<file path="config.mk">
export PLATFORM = sky130hd
export DESIGN_NAME = instr_encoder_loader
export DESIGN_NICKNAME = d
export VERILOG_FILES = /design/src/rtl/instr_encoder_loader.sv
export SDC_FILE = /design/constraint.sdc
export NUM_CORES = 1
export LEC_CHECK = 0
export ABC_AREA = 1
export CAP_MARGIN = 20
export CORE_ASPECT_RATIO = 0.8
export CORE_UTILIZATION = 42
export DETAILED_ROUTE_END_ITERATION = 6
export PLACE_DENSITY_LB_ADDON = 0.3
export SLEW_MARGIN = 10
export SYNTH_ARGS = -nofsm -noshare
export SYNTH_HDL_FRONTEND = slang
export SYNTH_SLANG_ARGS = --single-unit
</file>
<file path="constraint.sdc">
create_clock -name clk -period 1.8 [get_ports clk]
set_input_delay 0.18 -clock clk [delete_from_list [all_inputs] [get_ports clk]]
set_output_delay 0.18 -clock clk [all_outputs]
set_load 0.02 [all_outputs]
</file>
<file path="src/rtl/instr_encoder_loader.sv">
// Instruction encoder and loader. It takes decoded RV32I field bundles over a
// valid/ready handshake, packs each one into a 32-bit instruction word, and
// writes the words to consecutive instruction-memory locations starting at
// address 0.
module instr_encoder_loader #(
    parameter int unsigned ADDR_WIDTH   = 6,
    parameter int unsigned OPCODE_WIDTH = 7,
    parameter int unsigned FUNCT7_WIDTH = 7,
    parameter int unsigned FUNCT3_WIDTH = 3
) (
    input  logic                    clk,
    input  logic                    rst_n,
    input  logic                    start,
    input  logic                    in_valid,
    output logic                    in_ready,
    input  logic [OPCODE_WIDTH-1:0] opcode,
    input  logic [FUNCT3_WIDTH-1:0] funct3,
    input  logic [FUNCT7_WIDTH-1:0] funct7,
    input  logic [4:0]              rd,
    input  logic [4:0]              rs1,
    input  logic [4:0]              rs2,
    input  logic [31:0]             imm,
    input  logic                    last,
    output logic                    imem_we,
    output logic [ADDR_WIDTH+1:0]   imem_addr,
    output logic [31:0]             imem_wdata,
    output logic                    busy,
    output logic                    done,
    output logic                    full,
    output logic                    err_illegal,
    output logic [ADDR_WIDTH:0]     count
);

    localparam logic [6:0] OpR      = 7'b0110011;
    localparam logic [6:0] OpImm    = 7'b0010011;
    localparam logic [6:0] OpLoad   = 7'b0000011;
    localparam logic [6:0] OpJalr   = 7'b1100111;
    localparam logic [6:0] OpStore  = 7'b0100011;
    localparam logic [6:0] OpBranch = 7'b1100011;
    localparam logic [6:0] OpLui    = 7'b0110111;
    localparam logic [6:0] OpAuipc  = 7'b0010111;
    localparam logic [6:0] OpJal    = 7'b1101111;

    typedef enum logic [1:0] {StIdle, StLoad, StWrite, StDone} state_e;

    state_e              state_q;
    // One bit wider than the address so it can report a completely full memory.
    logic [ADDR_WIDTH:0] ptr_q;
    logic                we_q;
    logic [31:0]         wdata_q;
    logic                full_q;
    logic                err_q;
    logic                last_q;

    logic [31:0]         enc_word;
    logic                enc_legal;

    // Pack the incoming fields into an RV32I word; flag unsupported opcodes.
    always_comb begin
        enc_word  = '0;
        enc_legal = 1'b1;
        case (opcode)
            OpR: enc_word = {funct7, rs2, rs1, funct3, rd, opcode};
            OpImm: begin
                // Shift-immediate forms carry funct7 in the upper bits.
                if (funct3 == 3'b001 || funct3 == 3'b101) begin
                    enc_word = {funct7, imm[4:0], rs1, funct3, rd, opcode};
                end else begin
                    enc_word = {imm[11:0], rs1, funct3, rd, opcode};
                end
            end
            OpLoad, OpJalr: enc_word = {imm[11:0], rs1, funct3, rd, opcode};
            OpStore:  enc_word = {imm[11:5], rs2, rs1, funct3, imm[4:0], opcode};
            OpBranch: enc_word = {imm[12], imm[10:5], rs2, rs1, funct3, imm[4:1], imm[11],
                                  opcode};
            OpLui, OpAuipc: enc_word = {imm[31:12], rd, opcode};
            OpJal: enc_word = {imm[20], imm[10:1], imm[11], imm[19:12], rd, opcode};
            default: enc_legal = 1'b0;
        endcase
    end

    // Load FSM with registered write strobe, data, pointer and sticky flags.
    always_ff @(posedge clk or negedge rst_n) begin
        if (!rst_n) begin
            state_q <= StIdle;
            ptr_q   <= '0;
            we_q    <= 1'b0;
            wdata_q <= '0;
            full_q  <= 1'b0;
            err_q   <= 1'b0;
            last_q  <= 1'b0;
        end else begin
            we_q <= 1'b0;
            if (start) begin
                state_q <= StLoad;
                ptr_q   <= '0;
                full_q  <= 1'b0;
                err_q   <= 1'b0;
                last_q  <= 1'b0;
            end else begin
                case (state_q)
                    StLoad: begin
                        if (in_valid) begin
                            last_q <= last;
                            if (enc_legal) begin
                                we_q    <= 1'b1;
                                wdata_q <= enc_word;
                                state_q <= StWrite;
                            end else begin
                                // Illegal bundle is consumed without a write.
                                err_q   <= 1'b1;
                                state_q <= last ? StDone : StLoad;
                            end
                        end
                    end
                    StWrite: begin
                        ptr_q <= ptr_q + 1'b1;
                        if (last_q) begin
                            state_q <= StDone;
                        end else if (ptr_q[ADDR_WIDTH-1:0] == '1) begin
                            // Top word just written: stop rather than wrap.
                            full_q  <= 1'b1;
                            state_q <= StDone;
                        end else begin
                            state_q <= StLoad;
                        end
                    end
                    StIdle, StDone: ;
                    default: state_q <= StIdle;
                endcase
            end
        end
    end

    assign in_ready    = (state_q == StLoad);
    assign busy        = (state_q == StLoad) || (state_q == StWrite);
    assign done        = (state_q == StDone);
    assign imem_we     = we_q;
    assign imem_addr   = {ptr_q[ADDR_WIDTH-1:0], 2'b00};
    assign imem_wdata  = wdata_q;
    assign full        = full_q;
    assign err_illegal = err_q;
    assign count       = ptr_q;

endmodule

</file>
==> run summary, run 1 <==
status = complete, no violations
CP max stage cell = clkdlybuf4s50_1
drt total wl = 10220 um
Clock Pin Slew Worst Setup and Hold Paths = 0.09 ns
H-Tree Depth = 2
vias in the first global route = 3637
placed cell area = 0.004646 mm2
Post-synth EDFFs = 0
type of origin of the critical path = flip-flop
Die ar. = 0.007970 mm2
Ys Warns = 0
worst slew pin tran = 0.5720 ns
1st-pass router iterations = 5
top cell type's share of synthesized area = 0.3521
GR Overflow Total = 0
routability cong. = 0.8875
Post-synth ARST share = 1.000
post-route ant nets = 0
Buf/Inv on CP = 1
reg-to-reg setup timing slack = 0.19 ns
Worst Skew = 0.006507 ns
crit path time final = 1.658 ns
Fin. Hold Viols = 0
Area contributors post-synth = dfrtp_1 35%, nand2_1 24%, nand3_1 14%
initial antenna violation count = 0
Post-Syn Instances = 509
crit path DAT = 1.48 ns
Top Family by Delay on Critical Path = buffers and inverters
Core Footprint = 0.007392 mm2
violation count after the first detailed-route iteration = 191
final cell area excluding filler cells = 0.004765 mm2
Peak VDD IR = 0.2968 mV
Slew Limit Fails = 0
hold_ws = 0.4681 ns
largest net degree at the start of global routing = 46
Setup WS pre-CTS = -0.1533 ns
Seq/Total Area, Yosys = 0.3521
crit path max fanout = 3
P_leak = 2.486 nW
CTS root buffer = clkbuf_8
die outline height = 80.05 um
Crit Path Category = reg2out
power per cell area = 468.3 mW/mm2
row cnt = 28
maximum clock insertion buffer count = 2
Synth Cell Area = 0.003198 mm2
ys flop type = dfrtp_1
Clock Sinks = 45
first-pass GRT wire length = 16840 um
P&R area growth vs syn = 48.98%
Seq cells post-synth = 45
IO Port Bufs = 119
Post-route DRC = 0
FF-to-FF Start = state_q[1]
final worst slack = 0.1415 ns
crit share post-route = 0.9214
max capacitance violation total = 0
mean area per synthesized cell = 6.283 um2
clk_lat worst skew = 0.30 ns
Total GRT Usage = 0.2679
die width = 99.56 um
final setup vio count = 0
NumNets Final = 719
max_slew headroom = 0.6187
layout cells sized above 1 = 0.1036
CP startpoint = state_q[1]
worst hold path class = in2reg
diodes inserted = 0
WP data required = 1.62 ns
biggest area consumer among synthesized cells = dfrtp_1
synth cell count leaders = 207 x nand2_1, 88 x nand3_1, 46 x nor2_1
total CTS buffers = 5
vias per std cell = 5.074
fmax = 0.6030 GHz
hold path start = last
DR WL/cell = 13.59 um
Yosys cell types = 25
Initial Util = 0.4326
CP peak stage delay = 0.60 ns
worst path cell trace = ha_1 > clkdlybuf4s50_1
Ports = 122
DP Wirelength = 7728 um
Worst Setup End Kind = primary output
most frequent cell after synthesis = nand2_1
routed via count = 3816
CTS tree = built
## report_power, final
part	total, mW	switching, mW	internal [mW]
registers	1.06	0.0212	1.04
clock network	0.643	0.367	0.276
logic	0.529	0.267	0.262
total	2.23	0.656	1.58
## cells by family after synthesis
group,Yosys count,synth area share
AND/OR/NAND/NOR,357,0.4742
buffers and inverters,67,0.1005
flip-flops,45,0.3521
AO/OA/AOI/OAI,35,0.05634
adder cells (fa/ha/maj),4,0.01565
other,1,0.001173
## cells in the final DEF (no fill, tap or decap), drive strengths merged, types with 3 or more instances in the layout
master and count:
a21oi 13, nor3 3, inv 41, nand2 213, nor2 52, buf 37, clkdlybuf4s50 116, dfrtp 45
clkbuf 5, nand3 88, o21ai 19, ha 4
## per-stage QoR
step / power, mW / TNS, ns / instances / util
3_5_place_dp: 1.600 / -3.312 / 743 / 0.6285
2_1_floorplan: 1.273 / 0 / 510 / -
6_report: 2.231 / 0 / 752 / 0.6446
4_1_cts: 2.242 / 0 / 752 / 0.6418
3_3_place_gp: 1.592 / -1.316 / 743 / 0.6285
5_1_grt: 2.331 / -0.01066 / 752 / 0.6446
## final timing paths
| kind | depth (start not counted) | endpoint |
|---|---|---|
| min reg2reg | 2 | imem_wdata[0] |
| min in group asynchronous | 3 | imem_wdata[23] |
| max reg2reg | 8 | state_q[1] |
| max | 2 | done |
| min | 3 | last_q |
| max in group asynchronous | 3 | full |
## state kept, by name, indices dropped and copies added, names as in the netlist
signal       count
count            7
err_illegal      1
full             1
imem_wdata      32
imem_we          1
last_q           1
state_q          2
## routing by layer
metal / up-vias / GRT usage / wire length (um)
met4: 0 / 0.07941 / 159
li1: 1877 / - / -
met2: 163 / 0.4528 / 4732
met1: 1757 / 0.3493 / 4651
met3: 19 / 0.05222 / 677
met5: - / 0 / 0
## repair_timing
action	CTS	global route
hold buffers	1	0
endpoints found under the setup margin	1	8
resized for setup	1	5
cloned	0	0
buffers inserted	0	0
hold endpoints to repair	45	0
## area by class of cell
cell class                 instances  area (um2)
clock buffer                       5       68.82
clock inverter                     3       21.27
fill                             688        2628
inverter                          40       155.1
multi-input combinational        398        1769
sequential                        45        1126
tap                              105       131.4
timing repair buffer             156        1493
## worst reg2reg max path: stages (launching register included)
cell,delay (ns)
dfrtp_1,0.42
inv_1,0.08
ha_1,0.22
nand2_1,0.12
inv_1,0.07
nor2_1,0.12
o21ai_0,0.17
or2_2,0.30
nand2_1,0.07
No activity file was read; power rests on OpenSTA's default activity.
==> run 2, diff against run 1 <==
--- a/config.mk
+++ b/config.mk
@@ -10,8 +10,9 @@
 export CORE_ASPECT_RATIO = 0.8
 export CORE_UTILIZATION = 42
 export DETAILED_ROUTE_END_ITERATION = 6
-export PLACE_DENSITY_LB_ADDON = 0.3
+export PLACE_DENSITY = 0.86
 export SLEW_MARGIN = 10
 export SYNTH_ARGS = -nofsm -noshare
 export SYNTH_HDL_FRONTEND = slang
 export SYNTH_SLANG_ARGS = --single-unit
+export TNS_END_PERCENT = 30
==> run 2 against run 1 <==
Effect of this change: worst setup slack worse by 0.016 ns; non-clock buffer count is 2 lower; total power is 8.0% higher; critical endpoint is now imem_wdata[13].
==> run summary, run 2 (same netlist as run 1, synthesis figures left out) <==
H-Tree Depth = 2 (unchanged)
GR Layer Usage met2 = 0.4833 (+0.03056)
worst r2r dst = imem_wdata[13]
Fill cells = 657 (-4.5%)
# Post-CTS Setup Buffers = 0 (unchanged)
Setup WS pre-CTS = -0.1905 ns (-0.03715 ns)
total CTS buffers = 5 (unchanged)
power per cell area = 504.5 mW/mm2 (+7.7%)
GR Overflow Total = 0 (unchanged)
violation count after the first detailed-route iteration = 302 (+58%)
IO Port Bufs = 119 (unchanged)
CP peak stage delay = 0.41 ns (-0.19 ns)
Clock Pin Slew Worst Setup and Hold Paths = 0.09 ns (about the same)
first-pass GRT wire length = 16770 um (-0.45%)
met3 Usage GRT = 0.04874 (-0.003481)
row cnt = 28 (unchanged)
most frequent cell on the critical path = nand2_1
diodes inserted = 0 (unchanged)
Worst Skew = 0.008100 ns (+0.001593 ns)
Peak VDD IR = 0.3228 mV (+8.8%)
Psw = 657.7 uW (+0.29%)
Clock Sinks = 45 (unchanged)
DR WL/cell = 14.09 um (+3.7%)
NumNets Final = 717 (-0.28%)
Initial Util = 0.4326 (unchanged)
CTS tree = built
Top Family by Delay on Critical Path = simple AND/OR/NAND/NOR gates
hold_ws = 0.3610 ns (-0.1071 ns)
type of origin of the critical path = flip-flop
layout cells sized above 1 = 0.09922 (-0.004330)
final setup vio count = 0 (unchanged)
final cell area excluding filler cells = 0.004777 mm2 (+0.26%)
max capacitance violation total = 0 (unchanged)
WP data required = 2.05 ns (+0.43 ns)
final worst slack = 0.1258 ns (-0.01570 ns)
P_leak = 2.494 nW (+0.34%)
routed via count = 3922 (+2.8%)
placed cell area = 0.004643 mm2 (about the same)
CP max stage cell = dfrtp_1
clock power share = 0.340 (+0.052)
Die ar. = 0.007970 mm2 (unchanged)
Worst Setup End Kind = flip-flop
clk_lat worst skew = 0.30 ns (about the same)
initial antenna violation count = 0 (unchanged)
worst hold path class = in2async
worst path cell trace = inv_1 > ha_1 > nand2_1 > nor2_1 > nand2_4 > inv_4 > nand2_1 > nand2_1
part of the power in registers = 0.438 (-0.037)
Int Pwr = 1.752 mW (+11%)
fmax = 0.5973 GHz (-0.94%)
Crit Path Category = reg2reg
die width = 99.56 um (unchanged)
largest net degree at the start of global routing = 28 (-39%)
max_slew headroom = 0.6652 (+0.04646)
reg-to-reg setup timing slack = 0.13 ns (-0.06 ns)
Reg2Reg Depth = 8 (unchanged)
drt total wl = 10570 um (+3.4%)
CTS root buffer = clkbuf_8
DP Wirelength = 7898 um (+2.2%)
vias in the first global route = 3728 (+2.5%)
Comb pwr share = 0.221 (-0.016)
routability cong. = 0.9359 (+5.5%)
worst slew pin tran = 0.5023 ns (-0.06969 ns)
1st-pass router iterations = 6 (+1)
Most Crowded Layer GR = met2
vias per std cell = 5.229 (+3.1%)
status = complete, no violations
die outline height = 80.05 um (unchanged)
crit path max fanout = 27 (+24)
crit share post-route = 0.9301 (+0.008724)
P&R area growth vs syn = 49.37%
Non-Filler Instances = 750 (-0.27%)
Fin. Hold Viols = 0 (unchanged)
Ports = 122 (unchanged)
Core Footprint = 0.007392 mm2 (unchanged)
Buf/Inv on CP = 2 (+1)
routing usage on met1 = 0.3266 (-0.02269)
FF-to-FF Start = state_q[1]
DP Cell Count = 741 (-0.27%)
Total GRT Usage = 0.2719 (+0.003961)
Slew Limit Fails = 0 (unchanged)
leading cell type in the layout, fill and taps excluded = nand2_1
Largest register FFs = 32 (unchanged)
RSZ-0062 raised after global routing = true
post-route ant nets = 0 (unchanged)
crit path time final = 1.674 ns (+0.01570 ns)
sw frac = 0.2729 (-0.02102)
total power = 2.410 mW (+8.0%)
Post-route DRC = 0 (unchanged)
crit path DAT = 1.92 ns (+0.44 ns)
maximum clock insertion buffer count = 2 (unchanged)
commonest cells after routing, fill and taps aside = 207 x nand2_1, 116 x clkdlybuf4s50_1, 88 x nand3_1
run 2: cell type report:
class,count,area (um2),area share
Multi-Input combinational cell,398,1757,0.3677
Sequential cell,45,1126,0.2357
Timing Repair Buffer,154,1490,0.3119
Clock buffer,6,82.58,0.01729
Inverter,40,152.6,0.03195
Tap cell,105,131.4,0.02750
Clock inverter,2,37.54,0.007858
run 2: layer usage:
metal	share of wire	vias up
li1	-	1870
met1	0.40	1815
met2	0.49	210
met3	0.082	27
met4	0.020	0
met5	0	-
run 2: timing repair:
item,CTS,global route
endpoints found under the setup margin,1,3
hold buffers,1,0
resized for setup,1,3
endpoints found under the hold margin,20,0
run 2: power groups by stage:
stage          Combinational [mW]  Clock (mW)  Sequential (mW)
2_1_floorplan               0.171           0             1.10
3_3_place_gp                0.515           0             1.08
3_5_place_dp                0.529           0             1.08
4_1_cts                     0.531       0.828             1.06
5_1_grt                     0.575       0.877             1.06
6_report                    0.533       0.820             1.06
run 2: worst max path at each step:
stage / from / endpoint / slack [ns] / cells after the start
detailed placement: opcode[0] / imem_wdata[13] / -0.19 / 13
global route: state_q[1] / imem_wdata[13] / -0.002 / 8
finish: state_q[1] / imem_wdata[13] / 0.13 / 8
CTS: state_q[1] / in_ready / 0.01 / 3
global placement: opcode[1] / imem_wdata[13] / -0.05 / 13
floorplan: state_q[0] / count[6] / 0.27 / 10
run 2: per-stage QoR:
stage | util | TNS [ns]
after CTS | 0.6456 | 0
after global routing | 0.6462 | -0.001763
after global placement | 0.6281 | -1.302
final | 0.6462 | 0
after detailed placement | 0.6281 | -4.069
after floorplan | - | 0
==> run 3, diff against run 2 <==
--- a/config.mk
+++ b/config.mk
@@ -10,7 +10,10 @@
 export CORE_ASPECT_RATIO = 0.8
 export CORE_UTILIZATION = 42
 export DETAILED_ROUTE_END_ITERATION = 6
+export GPL_TIMING_DRIVEN = 1
+export MAX_ROUTING_LAYER = met4
 export PLACE_DENSITY = 0.86
+export SETUP_SLACK_MARGIN = 0.4
 export SLEW_MARGIN = 10
 export SYNTH_ARGS = -nofsm -noshare
 export SYNTH_HDL_FRONTEND = slang
==> run 3 against run 2 <==
Effect of this change: die area did not move; clock skew rose by 0.0048 ns; worst setup slack improved by 0.11 ns; critical path depth fell by 7; first-iteration DRC count rose by 6.0%; wire length rose by 7.9%; total power rose by 1.3%; register-to-register slack improved by 0.15 ns; flip-flop and latch count did not move; critical path type is now reg2out; highest routed layer unchanged; global-route usage rose by 1.4 points.
==> run summary, run 3 (same netlist as run 1, synthesis figures left out) <==
status = complete, no violations
row cnt = 28 (unchanged)
Worst path depth = 1 (-7)
P&R area growth vs syn = 67.68%
DP Wirelength = 7384 um (-6.5%)
FF-to-FF Start = state_q[1]
vias in the first global route = 3745 (+0.46%)
commonest cells after routing, fill and taps aside = 171 x nand2_1, 103 x clkdlybuf4s50_1, 86 x nand3_1
1st-pass router iterations = 6 (unchanged)
Slew Limit Fails = 0 (unchanged)
Peak VDD IR = 0.3426 mV (+6.1%)
leading cell type in the layout, fill and taps excluded = nand2_1
CP startpoint = imem_wdata[31]
CTS root buffer = clkbuf_8
Largest register FFs = 32 (unchanged)
diodes inserted = 0 (unchanged)
worst r2r dst = imem_wdata[8]
Core Footprint = 0.007392 mm2 (unchanged)
final setup vio count = 0 (unchanged)
fmax = 0.6378 GHz (+6.8%)
reg-to-reg setup timing slack = 0.28 ns (+0.15 ns)
max_slew headroom = 0.6071 (-0.05806)
Most Crowded Layer GR = met2
crit share post-route = 0.8710 (-0.05907)
max capacitance violation total = 0 (unchanged)
total power = 2.442 mW (+1.3%)
Clock Sinks = 45 (unchanged)
Die ar. = 0.007970 mm2 (unchanged)
post-route ant nets = 0 (unchanged)
type of origin of the critical path = flip-flop
crit path max fanout = 2 (-93%)
met3 Usage GRT = 0.05744 (+0.008703)
Setup crit end = imem_wdata[31]
Worst Skew = 0.01290 ns (+0.004797 ns)
total CTS buffers = 5 (unchanged)
CP peak stage delay = 0.65 ns (+0.24 ns)
worst slew pin tran = 0.5893 ns (+0.08708 ns)
WP data required = 1.62 ns (-0.43 ns)
CTS tree = built
Top Family by Delay on Critical Path = buffers and inverters
routing usage on met1 = 0.3545 (+0.02792)
Reg2Reg Depth = 9 (+1)
NumNets Final = 749 (+4.5%)
layout cells sized above 1 = 0.2263 (+0.1271)
routability cong. = 0.9204 (-1.7%)
power per cell area = 455.4 mW/mm2 (-9.7%)
crit path time final = 1.568 ns (-0.1063 ns)
GR Layer Usage met2 = 0.4667 (-0.01667)
CP max stage cell = clkdlybuf4s50_1
clk_lat worst skew = 0.31 ns (about the same)
drt total wl = 11410 um (+7.9%)
Total GRT Usage = 0.2862 (+0.01437)
Crit Path Category = reg2out
routed via count = 4049 (+3.2%)
Buf/Inv on CP = 1 (-1)
initial antenna violation count = 0 (unchanged)
RSZ-0062 raised after global routing = true
maximum clock insertion buffer count = 2 (unchanged)
largest net degree at the start of global routing = 46 (+64%)
IO Port Bufs = 119 (unchanged)
crit path DAT = 1.39 ns (-0.53 ns)
TNS Setup = 0 ns (unchanged)
post-layout util = 0.7255 (+0.07922)
Clock Pin Slew Worst Setup and Hold Paths = 0.10 ns (about the same)
worst hold path class = in2reg
die outline height = 80.05 um (unchanged)
DR WL/cell = 14.61 um (+3.6%)
die width = 99.56 um (unchanged)
first-pass GRT wire length = 17310 um (+3.3%)
Worst Setup End Kind = primary output
violation count after the first detailed-route iteration = 320 (+6.0%)
Ports = 122 (unchanged)
Fin. Hold Viols = 0 (unchanged)
Post-route DRC = 0 (unchanged)
worst path cell trace = clkdlybuf4s50_1
GR Overflow Total = 0 (unchanged)
Initial Util = 0.4326 (unchanged)
vias per std cell = 5.184 (-0.86%)
P_leak = 2.911 nW (+17%)
H-Tree Depth = 2 (unchanged)
## run 3: changes by cell type in the layout (fill, tap and decap cells not counted), sizes merged
cell and delta:
dlygate4sd2 +6, clkdlybuf4s50 -13, buf +30, clkinvlp -1
clkinv +3, inv +1, dlymetal6s2s +3, clkdlybuf4s15 +2
## run 3: how the worst min path moves through the flow
stage,start,to,slack [ns],cells after the start
floorplan,rst_n,count[0],-0.12,0
global placement,rst_n,count[0],0.30,2
detailed placement,rst_n,count[0],0.30,2
CTS,opcode[6],imem_wdata[6],0.45,3
global route,opcode[6],imem_wdata[6],0.30,3
finish,opcode[6],imem_wdata[6],0.27,3
## run 3: cell type report
type	instances	area [um2]
inverters	40	168.9
clock inverters	2	35.03
fillers	570	2029
flip-flops and latches	45	1127
well taps	105	131.4
repair inverters	3	52.55
clock buffers	5	68.82
multi-input cells	398	2012
repair buffers	183	1767
## run 3: routing by layer
metal  vias to the layer above  wire length, um
li1                       1940                -
met4                         0              360
met2                       230             5365
met3                        34              952
met1                      1845             4730
met5                         -                0
## run 3: through the flow
step | cells | hold WS, ns | instance area [um2] | setup WS (ns)
after floorplan | 510 | -0.1156 | 3217 | 0.3786
after global placement | 752 | 0.2989 | 4718 | -0.08703
after detailed placement | 752 | 0.3048 | 4718 | -0.1368
after CTS | 770 | 0.4490 | 5040 | 0.2287
after global routing | 781 | 0.2980 | 5363 | 0.2022
final | 781 | 0.2689 | 5363 | 0.2321
## run 3: what timing repair did
item                                    in CTS  in global routing
endpoints found under the hold margin       45                  0
pin swaps                                    6                 35
setup buffers                                6                 10
hold buffers                                 1                  0
gates cloned                                 4                  1
resized for setup                           41                 85
endpoints found under the setup margin      89                 90
## run 3: power by group
part,internal [mW],switching (mW)
Clock,0.404,0.369
Sequential,1.04,0.0230
Combinational,0.300,0.308
